## src/rtl/decode_in_capture_monitor.sv

```systemverilog
// decode_in_capture_monitor: capture monitor for the decode-stage input bus.
// After a start pulse and a settle delay of SKIP_CYCLES edges, every cycle with
// en_decode high is sampled into a first-word-fall-through FIFO and offered to a
// consumer over txn_valid/txn_ready. The monitor never back-pressures the bus;
// samples arriving while the FIFO is full are dropped and flagged in overflow.
// Optional feature: define DECODE_IN_MON_TIMESTAMP_EN to store a free-running
// cycle count with each entry, presented on txn_time.
module decode_in_capture_monitor #(
   parameter int unsigned INSTR_W     = 16,
   parameter int unsigned NPC_W       = 16,
   parameter int unsigned SR_W        = 3,
   parameter int unsigned DEPTH       = 8,
   parameter int unsigned SKIP_CYCLES = 6,
   parameter int unsigned TS_W        = 32
) (
   input  logic                       clock,
   input  logic                       reset,
   input  logic                       start,
   input  logic                       en_decode,
   input  logic [INSTR_W-1:0]         instr_dout,
   input  logic [NPC_W-1:0]           npc_in,
   input  logic [SR_W-1:0]            Sr,
   output logic                       txn_valid,
   input  logic                       txn_ready,
   output logic [INSTR_W-1:0]         txn_instr,
   output logic [NPC_W-1:0]           txn_npc,
   output logic [SR_W-1:0]            txn_sr,
`ifdef DECODE_IN_MON_TIMESTAMP_EN
   output logic [TS_W-1:0]            txn_time,
`endif
   output logic                       armed,
   output logic [$clog2(DEPTH):0]     level,
   output logic                       overflow
);

   localparam int unsigned PTR_W     = $clog2(DEPTH);
   localparam int unsigned LVL_W     = PTR_W + 1;
   localparam int unsigned CNT_W     = (SKIP_CYCLES > 0) ? $clog2(SKIP_CYCLES + 1) : 1;
   localparam int unsigned SKIP_LAST = (SKIP_CYCLES > 0) ? SKIP_CYCLES - 1 : 0;
   localparam int unsigned DATA_W    = INSTR_W + NPC_W + SR_W;
`ifdef DECODE_IN_MON_TIMESTAMP_EN
   localparam int unsigned ENTRY_W   = DATA_W + TS_W;
`else
   // no timestamp field is stored in this build
   localparam int unsigned ENTRY_W   = DATA_W + 0 * TS_W;
`endif

   typedef enum logic [1:0] {
      S_IDLE,
      S_SKIP,
      S_MONITOR
   } state_t;

   state_t             r_state, w_state_nxt;
   logic [CNT_W-1:0]   r_cnt, w_cnt_nxt;
   logic [ENTRY_W-1:0] r_mem [DEPTH];
   logic [LVL_W-1:0]   r_wr, r_rd;
   logic               r_overflow;
   logic [LVL_W-1:0]   w_level;
   logic               w_sample, w_full, w_empty, w_pop, w_push;
   logic [ENTRY_W-1:0] w_entry, w_head;

`ifdef DECODE_IN_MON_TIMESTAMP_EN
   logic [TS_W-1:0]    r_ts;

   // free-running cycle counter, wraps naturally
   always_ff @(posedge clock or posedge reset) begin
      if (reset) r_ts <= '0;
      else       r_ts <= r_ts + TS_W'(1);
   end

   assign w_entry = {instr_dout, npc_in, Sr, r_ts};
`else
   assign w_entry = {instr_dout, npc_in, Sr};
`endif

   // FSM state and settle counter registers
   always_ff @(posedge clock or posedge reset) begin
      if (reset) begin
         r_state <= S_IDLE;
         r_cnt   <= '0;
      end else begin
         r_state <= w_state_nxt;
         r_cnt   <= w_cnt_nxt;
      end
   end

   // next-state: count SKIP_CYCLES edges after start, then monitor until reset
   always_comb begin
      w_state_nxt = r_state;
      w_cnt_nxt   = r_cnt;
      case (r_state)
         S_IDLE: begin
            if (start) begin
               w_cnt_nxt = '0;
               if (SKIP_CYCLES == 0) w_state_nxt = S_MONITOR;
               else                  w_state_nxt = S_SKIP;
            end
         end
         S_SKIP: begin
            w_cnt_nxt = r_cnt + CNT_W'(1);
            if (r_cnt == CNT_W'(SKIP_LAST)) w_state_nxt = S_MONITOR;
         end
         S_MONITOR: ;
         default: w_state_nxt = S_IDLE;
      endcase
   end

   // sample qualifier: an unknown en_decode falls to the no-push branch
   always_comb begin
      w_sample = 1'b0;
      if (r_state == S_MONITOR) begin
         if (en_decode) w_sample = 1'b1;
      end
   end

   assign w_level = r_wr - r_rd;
   assign w_empty = (r_wr == r_rd);
   assign w_full  = (w_level == LVL_W'(DEPTH));
   assign w_pop   = !w_empty && txn_ready;
   assign w_push  = w_sample && (!w_full || w_pop);

   // FIFO pointers and sticky overflow flag
   always_ff @(posedge clock or posedge reset) begin
      if (reset) begin
         r_wr       <= '0;
         r_rd       <= '0;
         r_overflow <= 1'b0;
      end else begin
         if (w_push) r_wr <= r_wr + LVL_W'(1);
         if (w_pop)  r_rd <= r_rd + LVL_W'(1);
         if (w_sample && w_full && !w_pop) r_overflow <= 1'b1;
      end
   end

   // FIFO storage; contents are masked at the outputs while empty
   always_ff @(posedge clock) begin
      if (w_push) r_mem[r_wr[PTR_W-1:0]] <= w_entry;
   end

   assign w_head = w_empty ? '0 : r_mem[r_rd[PTR_W-1:0]];

`ifdef DECODE_IN_MON_TIMESTAMP_EN
   assign {txn_instr, txn_npc, txn_sr, txn_time} = w_head;
`else
   assign {txn_instr, txn_npc, txn_sr} = w_head;
`endif

   assign txn_valid = !w_empty;
   assign armed     = (r_state == S_MONITOR);
   assign level     = w_level;
   assign overflow  = r_overflow;

endmodule

```

## config.mk

```make
export PLATFORM = sky130hd
export DESIGN_NAME = decode_in_capture_monitor
export DESIGN_NICKNAME = d
export VERILOG_FILES = /design/src/rtl/decode_in_capture_monitor.sv
export SDC_FILE = /design/constraint.sdc
export NUM_CORES = 1
export LEC_CHECK = 0
export ABC_AREA = 1
export ABC_CLOCK_PERIOD_IN_PS = 9900
export BUFFER_PORTS_ARGS = -buffer_cell sky130_fd_sc_hd__buf_2
export CAP_MARGIN = 25
export CORE_ASPECT_RATIO = 1.5
export CORE_MARGIN = 5
export CORE_UTILIZATION = 65
export DETAILED_ROUTE_END_ITERATION = 16
export PLACE_DENSITY_LB_ADDON = 0.3
export SLEW_MARGIN = 0
export SYNTH_ARGS = -nofsm -noshare
export SYNTH_HDL_FRONTEND = slang
export SYNTH_SLANG_ARGS = --single-unit
```

## constraint.sdc

```tcl
create_clock -name clock -period 9.9 [get_ports clock]
set_clock_uncertainty 0.2 [all_clocks]
set_input_delay 2.475 -clock clock [delete_from_list [all_inputs] [get_ports clock]]
set_output_delay 2.475 -clock clock [all_outputs]
set_load 0.05 [all_outputs]
```

==> results.toml, run 1 <==
[clock_tree]
cts_root_buf = "clkbuf_16"
clk_path_buf_depth = 3
cts_sinks = 294
cts_setup_buffers = 0
insertion_delay_ns = 0.52
cts_hold_buf = 0
cts_made_buffers = 26
cts_resized = 0
cts.clk_slew.worst_paths_ns = 0.06
h-tree-depth = 1
cts_tree = "built"

[die]
die_w_um = 121
core_area_sq_mm = 0.0184
die_h_um = 177
initial_core_util = 0.654
rows = 61
dieArea_sq_mm = 0.0214
io_pins = 82

[critical_path]
cp.arrival_ns = 3.85
cp_slowest_cell = "nand2_2"
crit_path_max_fanout = 90
path_depth = 10
cp-end-kind = "output port"
startpoint_type = "flip-flop"
critical_path_buf_inv_count = 4
critPathTopFamily = "buffers and inverters"
critPathMaxStageDelay_ns = 0.70
cp_cell_sequence = "buf_4 > buf_16 > inv_2 > ha_1 > nand2_1 > nor2_1 > nand2_2 > nand2_1 > nor2_1 > buf_2"
reg2reg_depth = 12
worstSetupPathType = "flip-flop to output port"
crit_required_ns = 7.23

[synthesis]
ys_warn_count = 0
synth.yosys.seq_area_share = 0.728
synth.distinct_cells = 28
netlist_top_cells_count = "280 x edfxtp_1, 230 x nor2_1, 75 x o21ai_0"
yosysTopAreaCellShare = 0.699
synth_edf_count = 280
yosys-top-cells-area = "edfxtp_1 70%, nor2_1 7.2%, o21ai_0 3.1%, dfrtp_1 2.9%, o21ai_1 2.7%"
async_flop_share = 0.0476
synth_top_cell_by_area = "edfxtp_1"
netlist_area_sq_mm = 0.0120
synth_most_common_cell = "edfxtp_1"
synth_fp_nets = 994
synth-seq-cells = 294
synthCells = 946
synth.avg_cell_area_sq_um = 12.7
synthFlopType = "edfxtp_1"

[timing]
finalSetupViolations = 0
relSlewSlack = 0.345
worstMarginPinSlew_ns = 0.980
tns_ns = 0
hold_viol_final = 0
min_period_over_period = 0.659
timing.fmax_mhz = 153
period_needed_ns = 6.53
rsz0062_at_grt = "no"
drv_slew = 0

[placement]
gp_congestion = 0.787
post-dp-hpwl_mm = 13.5
dp.cells = 1232
io_buffers = 81

[grt]
grt_first_pass_wirelength_mm = 40.6
antenna_found_initial = 1
gr-total-overflow = 0
grt_pass1_vias = 7644
grtUsageTotal = 0.244
grt_max_degree = 142

[detailed_routing]
wl_mm = 25.4
drc = 0
wl_met3_mm = 1.50
met2_length_mm = 13.4
initialDrtViolationCount = 816
first_pass_iters = 6
wl_per_cell_um = 19.8
vias_per_cell = 5.83
routed.top_layer = "met4"
vias = 7468
ant_nets = 0
wl_met1_mm = 9.90

[outcome]
status = "finished, final reports clean"

[finish]
multi_input_area_sq_mm = 0.00285
drive_gt1_frac = 0.173
final_cells = 1281
area_delta_synth_final_pct = 10.8
regArea_sq_mm = 0.00876
fill_cells = 1183
fin_nets = 1059

[worst_hold_path]
min_path_cells = 1
hold_class = "flip-flop to flip-flop"

[job]
cap_violations = 0
-- cells in the final DEF (no fill, tap or decap), drive strengths merged --
master and instances:
clkinvlp 1, clkinv 6, o22ai 36, o21ai 140
inv 19, or2 2, o21bai 2, clkbuf 38
nand3 15, fa 1, o211ai 35, buf 95
diode 1, dfrtp 14, nor2 260, xor2 5
ha 7, a21oi 4, nand2 68, edfxtp 280
-- worst register-to-register path, delay by kind of cell, from the launching register on --
family,cells,cell delay (ns)
and+or+nand+nor,6,1.71
buffers and inverters,4,1.63
DFF,1,0.39
adders and majority gates,1,0.39
AOI/OAI and AO/OA,1,0.12
-- metal layers --
layer	GRT usage	up-vias
met4	0.0841	0
met3	0.0326	41
met5	0	-
met1	0.316	3652
met2	0.426	254
li1	-	3521
-- metrics by stage --
step	area (sq um)	setup slack (ns)	hold slack, ns	util
after floorplan	12000	4.84	0.271	-
after global placement	12500	3.62	0.253	0.679
after detailed placement	12500	3.55	0.267	0.679
after CTS	13200	2.99	0.285	0.720
after global routing	13300	3.19	0.341	0.725
final	13300	3.37	0.280	0.725
-- area by class of cell --
class,instances,area share
antenna,1,0.000188
clock buffer,38,0.0545
clock inverter,7,0.00244
inverter,19,0.00572
multi-input combinational,575,0.213
sequential,294,0.657
tap,252,0.0236
timing repair buffer,95,0.0428
-- registers in the layout (all words and copies together), names as in the netlist --
register and flops:
overflow 1, r_cnt 3, r_mem 280, r_rd 4, r_state 2, r_wr 4
-- final timing paths --
path	from	endpoint	slack, ns
max in group asynchronous	reset	r_rd[0]$_DFFE_PP0P_	7.30
setup reg to reg	r_rd[1]$_DFFE_PP0P_	r_mem[1][10]$_DFFE_PP_	5.06
hold reg to reg	overflow$_DFFE_PP0P_	overflow$_DFFE_PP0P_	0.28
setup / recovery	r_rd[1]$_DFFE_PP0P_	txn_instr[15]	3.37
min in group asynchronous	reset	r_wr[1]$_DFFE_PP0P_	1.79
hold / removal	overflow$_DFFE_PP0P_	overflow$_DFFE_PP0P_	0.28
-- kinds of logic after synthesis --
group / after synthesis / synth area share
fa+ha+maj: 8 / 0.00894
flops: 294 / 0.728
simple gates: 345 / 0.117
buf+inv: 77 / 0.0406
compound gates: 217 / 0.102
xor+xnor: 5 / 0.00364
Power of run 1 is left out: the tool's default activity adds up to more than one toggle a clock period on the data nets, which glitch-free logic cannot reach.
==> run 2, diff against run 1 <==
--- a/config.mk
+++ b/config.mk
@@ -6,12 +6,12 @@
 export NUM_CORES = 1
 export LEC_CHECK = 0
 export ABC_AREA = 1
-export ABC_CLOCK_PERIOD_IN_PS = 9900
+export ABC_CLOCK_PERIOD_IN_PS = 6600
 export BUFFER_PORTS_ARGS = -buffer_cell sky130_fd_sc_hd__buf_2
 export CAP_MARGIN = 25
 export CORE_ASPECT_RATIO = 1.5
 export CORE_MARGIN = 5
-export CORE_UTILIZATION = 65
+export CORE_UTILIZATION = 60
 export DETAILED_ROUTE_END_ITERATION = 16
 export PLACE_DENSITY_LB_ADDON = 0.3
 export SLEW_MARGIN = 0
==> constraint.sdc (replaced) <==
create_clock -name clock -period 6.6 [get_ports clock]
set_clock_uncertainty 0.2 [all_clocks]
set_input_delay 1.65 -clock clock [delete_from_list [all_inputs] [get_ports clock]]
set_output_delay 1.65 -clock clock [all_outputs]
set_load 0.05 [all_outputs]
==> run 2 against run 1 <==
Worst hold slack lost 0.0093 ns. Register-to-register slack got worse by 3.0 ns. Design area up 0.15%. Critical path depth down 3. Core utilization fell by 5.0 points. Wire length fell by 3.4%. Die area up 7.7%. Largest cell class unchanged.
==> results.toml, run 2 (same netlist as run 1, synthesis figures left out) <==
[grt]
grt_max_degree = 142
grt_pass1_vias = 7463
grtUsageTotal = 0.212
gr-total-overflow = 0
grt_first_pass_wirelength_mm = 38.8
antenna_found_initial = 1

[critical_path]
cp.arrival_ns = 3.52
r2r_start = "r_rd[0]$_DFFE_PP0P_"
crit_path_max_fanout = 83
r2r-end = "r_mem[6][12]$_DFFE_PP_"
crit_path_start = "r_rd[0]$_DFFE_PP0P_"
reg2reg_depth = 9
cp-end-kind = "output port"
r2r_slack_ns = 2.03
crit_required_ns = 4.75
startpoint_type = "flip-flop"
worstSetupPathType = "flip-flop to output port"

[clock_tree]
h-tree-depth = 1
clk_path_buf_depth = 3
insertion_delay_ns = 0.51
cts_hold_buf = 0
cts_sinks = 294
cts_resized = 0
cts.clk_slew.worst_paths_ns = 0.07
cts_root_buf = "clkbuf_16"
cts_setup_buffers = 0
cts_made_buffers = 25
cts_tree = "built"

[die]
die_h_um = 183
io_pins = 82
initial_core_util = 0.608
core_area_sq_mm = 0.0198
rows = 63
dieArea_sq_mm = 0.0230
die_w_um = 126

[worst_hold_path]
hold_class = "flip-flop to flip-flop"
hold_end = "overflow$_DFFE_PP0P_"
min-delay-start = "overflow$_DFFE_PP0P_"
min_path_cells = 1

[timing]
drv_slew = 0
hold_slack_ns = 0.271
period_needed_ns = 5.37
tns_ns = 0
hold_viol_final = 0
worstMarginPinSlew_ns = 1.04
rsz0062_at_grt = "no"
finalSetupViolations = 0
min_period_over_period = 0.813
relSlewSlack = 0.306
timing.fmax_mhz = 186

[detailed_routing]
vias_per_cell = 5.78
ant_nets = 0
drc = 0
wl_per_cell_um = 19.0
initialDrtViolationCount = 745
vias = 7448
wl_mm = 24.5
first_pass_iters = 7

[finish]
largest_register_ffs = 280
final_core_util = 0.675
drive_gt1_frac = 0.174
fin_area_sq_mm = 0.0134
final_common_cell = "edfxtp_1"
fin_nets = 1059
area_delta_synth_final_pct = 11.0
layout_common_cells = "280 x edfxtp_1, 222 x nor2_1, 81 x buf_2"

[placement]
gp_congestion = 0.761
post-dp-hpwl_mm = 12.9
io_buffers = 81
place_area_sq_mm = 0.0125

[outcome]
status = "finished, final reports clean"

[job]
cap_violations = 0
run 2: worst max-delay path, cell delays in order (launching register included):
cell and delay, ns:
dfrtp_4 1.08, ha_1 0.38, inv_1 0.08, nor2_1 0.06
nand2_2 0.74, nand2_1 0.15, nor2_1 0.18, buf_2 0.29
run 2: how the worst max path moves through the flow:
stage,to,slack (ns)
final,txn_npc[12],1.23
after CTS,txn_instr[11],1.25
after floorplan,txn_instr[10],2.37
after global placement,txn_instr[11],1.82
after global routing,txn_npc[12],0.99
after detailed placement,txn_instr[11],1.79
run 2: layout make-up:
type / count / area, sq um
Sequential cell: 294 / 8760
Tap cell: 260 / 325
Multi-Input combinational cell: 575 / 2850
Fill cell: 1373 / 6430
Timing Repair Buffer: 96 / 591
Antenna cell: 1 / 2.50
Clock buffer: 35 / 683
Inverter: 19 / 76.3
Clock inverter: 9 / 66.3
run 2: stage by stage:
stage	setup slack [ns]	cells
after global routing	0.989	1289
after global placement	1.82	1240
after detailed placement	1.79	1241
after CTS	1.25	1285
final	1.23	1289
after floorplan	2.37	946
run 2: per-layer routing:
metal  wire length, um  vias up  GRT usage
met5                 0        -          0
met4               848        0      0.102
met3              1420       56     0.0317
met2             12300      238      0.355
met1              9890     3634      0.275
li1                  -     3520          -
Power of run 2 is left out for the same reason.
